===== config.mk =====
export PLATFORM = sky130hd
export DESIGN_NAME = mem_chk_table
export DESIGN_NICKNAME = d
export VERILOG_FILES = /design/src/rtl/mem_chk_table.sv
export SDC_FILE = /design/constraint.sdc
export NUM_CORES = 1
export LEC_CHECK = 0
export BUFFER_PORTS_ARGS = -buffer_cell sky130_fd_sc_hd__buf_4
export CAP_MARGIN = 15
export CORE_MARGIN = 2
export CORE_UTILIZATION = 58
export DETAILED_ROUTE_END_ITERATION = 8
export PLACE_DENSITY = 0.8
export SLEW_MARGIN = 20
export SYNTH_ARGS = -nofsm -noshare
export SYNTH_HDL_FRONTEND = slang
export SYNTH_SLANG_ARGS = --single-unit

===== constraint.sdc =====
create_clock -name clk -period 2 [get_ports clk]
set_input_delay 0.4 -clock clk [delete_from_list [all_inputs] [get_ports clk]]
set_output_delay 0.4 -clock clk [all_outputs]
set_load 0.02 [all_outputs]

===== src/rtl/mem_chk_table.sv =====
// mem_chk_table: DEPTH x (addr,data) expected-write register file.
//   clk/reset     clock, async active-low reset (clears every entry)
//   we/widx       write strobe and entry index (out-of-range index ignored)
//   waddr/wdata   entry contents
//   ridx          combinational read index -> raddr/rdata
module mem_chk_table #(
    parameter int AW    = 32,
    parameter int DW    = 32,
    parameter int DEPTH = 4,
    parameter int IW    = $clog2(DEPTH)
) (
    input  logic          clk,
    input  logic          reset,
    input  logic          we,
    input  logic [IW-1:0] widx,
    input  logic [AW-1:0] waddr,
    input  logic [DW-1:0] wdata,
    input  logic [IW-1:0] ridx,
    output logic [AW-1:0] raddr,
    output logic [DW-1:0] rdata
);

    logic [AW+DW-1:0] mem_q [DEPTH];
    logic [AW+DW-1:0] mem_d [DEPTH];

    always_comb begin
        mem_d = mem_q;
        if (we && 32'(widx) < DEPTH) mem_d[widx] = {waddr, wdata};
    end

    always_ff @(posedge clk or negedge reset)
        if (!reset) mem_q <= '{default: '0};
        else mem_q <= mem_d;

    assign {raddr, rdata} = mem_q[ridx];

endmodule


# ---- Word level (Yosys, flattened, before mapping)
# Index checks and enable logic that the tools add are counted.
# W data, S select, Z words.
dict set report word_totals {
  input_bits 71
  output_inout_bits 64
  mem_count 0
  ram_bits 0
  register_bits 256
  elab_cells 16
  romBits 0
  latchBits 0
}
dict set report classes {
  addsub 0
  n_bitwise 2
  n_reduce_logical 1
  n_eq_ne 0
  mux 6
  n_div 0
  mul 0
  order_cmp 3
  n_shift 0
}
# op count
set ops {}
lappend ops {{$bwmux W256} 1}
lappend ops {{$mux W64} 3}
lappend ops {{$bmux W64 S2} 1}
lappend ops {{$demux W64 S2} 1}
lappend ops {{$ge A3 B3 Y1 const B} 2}
lappend ops {{$not A2 Y3} 2}
lappend ops {{$lt A3 B1 Y1 const B} 1}
lappend ops {{$logic_and A1 B1 Y1} 1}

# ---- Depth between registers and ports, before layout
dict set report depth {
  ltp_word 6
  depth_mapped 4
  depth_no_buf 2
}

# ---- Worst setup path before layout
# Ideal clock, no wire load.
dict set report synth_path {
  kind {input -> output}
  startpoint {in ridx[0]}
  endpoint {out raddr[0]}
  t_arrival_ps 1368
  path_stages 3
  setup_slack_ps 232
  n_path_buf 2
  t_required_ps 1600
  cell_sequence {buf_4 -> buf_4 -> mux4_2}
}
dict set report synth_between {
  elab_chain_len 4
}
# element line
set synth_lines {}
lappend synth_lines {{start, declared} 18} ;# input logic [IW-1:0] ridx,
lappend synth_lines {{$not A2 Y3 (implied by the code)} 35} ;# assign {raddr, rdata} = mem_q[ridx];
lappend synth_lines {{$bmux W64 S2} 35}
lappend synth_lines {{$mux W64 (implied by the code) (2 in series)} 35}
lappend synth_lines {{end, declared} 19} ;# output logic [AW-1:0] raddr,
# Every way passes these cells. The select of a mux whose other input is x is not followed.

# ---- Final worst setup path
dict set report layout_path {
  startpoint {reg mem_q[34] (netlist bit)}
  endpoint {out raddr[2]}
}
dict set report layout_between {
  elab_chain_len 3
}
# element line
set layout_lines {}
lappend layout_lines {{start, declared} 23} ;# logic [AW+DW-1:0] mem_q [DEPTH];
lappend layout_lines {{start signal, assigned} 33} ;# else mem_q <= mem_d;
lappend layout_lines {{$bmux W64 S2} 35}
lappend layout_lines {{$mux W64 (implied by the code) (2 in series)} 35}
# Every way passes these cells. The select of a mux whose other input is x is not followed.

==> impl_metrics.json <==
{
  "via_count": 6074,
  "synth.lib_cells_used.distinct": 12,
  "count_of_synthesis_stage_warnings_from_yosys": 0,
  "hold-worst-slack_ps": 132,
  "fillers": 1186,
  "post_synth_inst_count": 621,
  "largest_registers": "mem_q (256)",
  "initial_utilization_pct": 59.5,
  "setup_viol_count_final": 0,
  "tritoncts.num_buffers": 26,
  "largest_register_ffs": 256,
  "firstDrtPassIters": 4,
  "i_o_pin_count": 135,
  "cell_rows": 50,
  "top_register": "mem_q",
  "tritoncts_num_sinks": 256,
  "fp.dieArea_sq_um": 20400,
  "power.share.switching_pct": 25.3,
  "cts.clk_slew.worst_paths_ps": 60,
  "synth-seq-cells": 256,
  "pwr_density_cell_nw_per_um2": 1100,
  "share_of_total_power_in_the_clock_network_pct": 34.4,
  "area_growth_syn_to_layout_pct": 20.4,
  "post_route_cells_drive_above_1_share_pct": 65.9,
  "clock_tree.htree_level_count": 1,
  "timing.critical_path.to_type": "output pin",
  "combPwrFrac_pct": 20.8,
  "first_global_vias": 6796,
  "tritoncts": "done",
  "timing_worst_setup_path_type": "reg2out",
  "finalClockSkew_ps": 0,
  "cellInternalPower_mw": 11.1,
  "vias_per_cell": 5.95,
  "share_seq_of_total_power_pct": 44.8,
  "ir_worst_vdd_uv": 905,
  "number_of_endpoints_with_negative_hold_slack_in_the_final_report": 0,
  "rsz0062_at_grt": "true",
  "dr.first_iter.drc_count": 144,
  "first_pass_grt_wire_length_mm": 35.9,
  "die-width_um": 143,
  "holdCritPathClass": "in2reg",
  "cts_max_path_buffers": 3,
  "postRouteAntennaNets": 0,
  "insertedDiodeCount": 0,
  "ctsRootBufferMaster": "sky130_fd_sc_hd__clkbuf_16",
  "mostFrequentLayoutCell": "sky130_fd_sc_hd__dfrtp_1",
  "route.final.wire_length_mm": 22.5,
  "required_ps": 1600,
  "yosysSeqAreaShare_pct": 57.4,
  "core_area_sq_um": 18800,
  "total_power_mw": 14.9,
  "total_half_perimeter_wirelength_after_legalization_and_detailed_placement_mm": 14.0,
  "overflow_after_grt": 0,
  "antenna_found_initial": 0,
  "clk_latency_ps": 510,
  "route.detailed.wl_per_inst_um": 22.1,
  "grt_use_total_pct": 22.5,
  "net_switching_power_of_the_design_mw": 3.75,
  "netlist_area_sq_um": 11200,
  "final_max_slew_viol_count": 0,
  "cp_data_arrival_time_ps": 1570,
  "status": "finished, final reports clean",
  "most-common-layout-cells": "sky130_fd_sc_hd__dfrtp_1, sky130_fd_sc_hd__mux2_2, sky130_fd_sc_hd__buf_4",
  "port_buffers": 134,
  "timing.max_cap.violations": 0,
  "worstPathMaxFanout": 2,
  "post-route-drc-count": 0,
  "period_share_pct": 98.6,
  "cellLeakagePower_nw": 5.84,
  "fmax_mhz": 507,
  "routabilityCongestion": 0.766,
  "largest_net_degree_at_the_start_of_global_routing": 65,
  "worst_setup_path_start_kind": "register",
  "avg_cell_area_syn_sq_um": 18.0,
  "num-nets-final": 839,
  "final_period_minus_worst_setup_slack_ps": 1970,
  "synth.net_count": 692,
  "max_slew_margin_pct": 66.5,
  "overall_die_height_um": 143,
  "worst_pin_slew_ps": 503
}
-- layout make-up --
class,count,area (sq um),area share (%)
flip-flops and latches,256,6410,47.7
multi-input cells,324,4380,32.5
well taps,234,293,2.18
repair buffers,160,1460,10.9
clock buffers,35,746,5.55
clock inverters,12,163,1.21
-- cells in the mapped netlist (all sizes together) --
cell type  number  area share, %
clkbuf          7           0.77
nand3b          2           0.13
buf            34            2.8
dfrtp         256             57
nor3b           1           0.11
mux4           64             13
nand3           1          0.090
mux2          256             26
-- kinds of logic after synthesis --
kind of cell | count (synthesis) | synth area share, %
DFF | 256 | 57.4
buffers and inverters | 41 | 3.53
and+or+nand+nor | 4 | 0.336
muxes | 320 | 38.7
-- through the flow --
stage	setup TNS (ps)	setup slack, ps	util, %	instance area (sq um)	instances
finish	0	27.6	71.6	13400	1021
global route	-49.5	-15.6	71.6	13400	1021
CTS	0	2.43	71.1	13300	1014
detailed placement	0	66.2	66.2	12400	966
global placement	0	86.7	66.2	12400	966
floorplan	0	232	-	11200	621
-- critical path: stages, from the launching register on --
cell and delay [ps]:
sky130_fd_sc_hd__dfrtp_1 380, sky130_fd_sc_hd__mux4_2 520, sky130_fd_sc_hd__buf_6 160
-- what timing repair did --
| action | 4_1_cts | 5_1_grt |
|---|---|---|
| setup endpoints to repair | 1 | 15 |
| gates resized for setup | 1 | 12 |
| setup buffers | 0 | 7 |
| hold buffers | 1 | 0 |
| endpoints found under the hold margin | 55 | 0 |
-- final timing paths --
kind / from / to / slack, ps / cells past startpoint
max: mem_q[34]$_DFFE_PN0P_ / raddr[2] / 30 / 2
min: waddr[29] / mem_q[253]$_DFFE_PN0P_ / 130 / 2
max reg2reg: mem_q[192]$_DFFE_PN0P_ / mem_q[192]$_DFFE_PN0P_ / 1070 / 2
min reg2reg: mem_q[253]$_DFFE_PN0P_ / mem_q[253]$_DFFE_PN0P_ / 490 / 1
max in group asynchronous: reset / mem_q[78]$_DFFE_PN0P_ / 900 / 3
min in group asynchronous: reset / mem_q[230]$_DFFE_PN0P_ / 420 / 2
-- metal layers --
layer / track usage, % / share of wire (%) / vias up
met5: 0 / 0 / -
met2: 40.1 / 52 / 141
met4: 4.53 / 1.7 / 0
met3: 4.43 / 5.0 / 31
met1: 29.1 / 41 / 3270
li1: - / - / 2632
-- power by group through the flow --
stage          Sequential [mW]  Clock, mW  Combinational, mW
2_1_floorplan             6.54          0               2.03
3_3_place_gp              6.64          0               2.91
3_5_place_dp              6.74          0               3.03
4_1_cts                   6.66       5.18               3.05
5_1_grt                   6.76       5.42               3.29
6_report                  6.65       5.10               3.10
No activity file was read; power rests on OpenSTA's default activity.
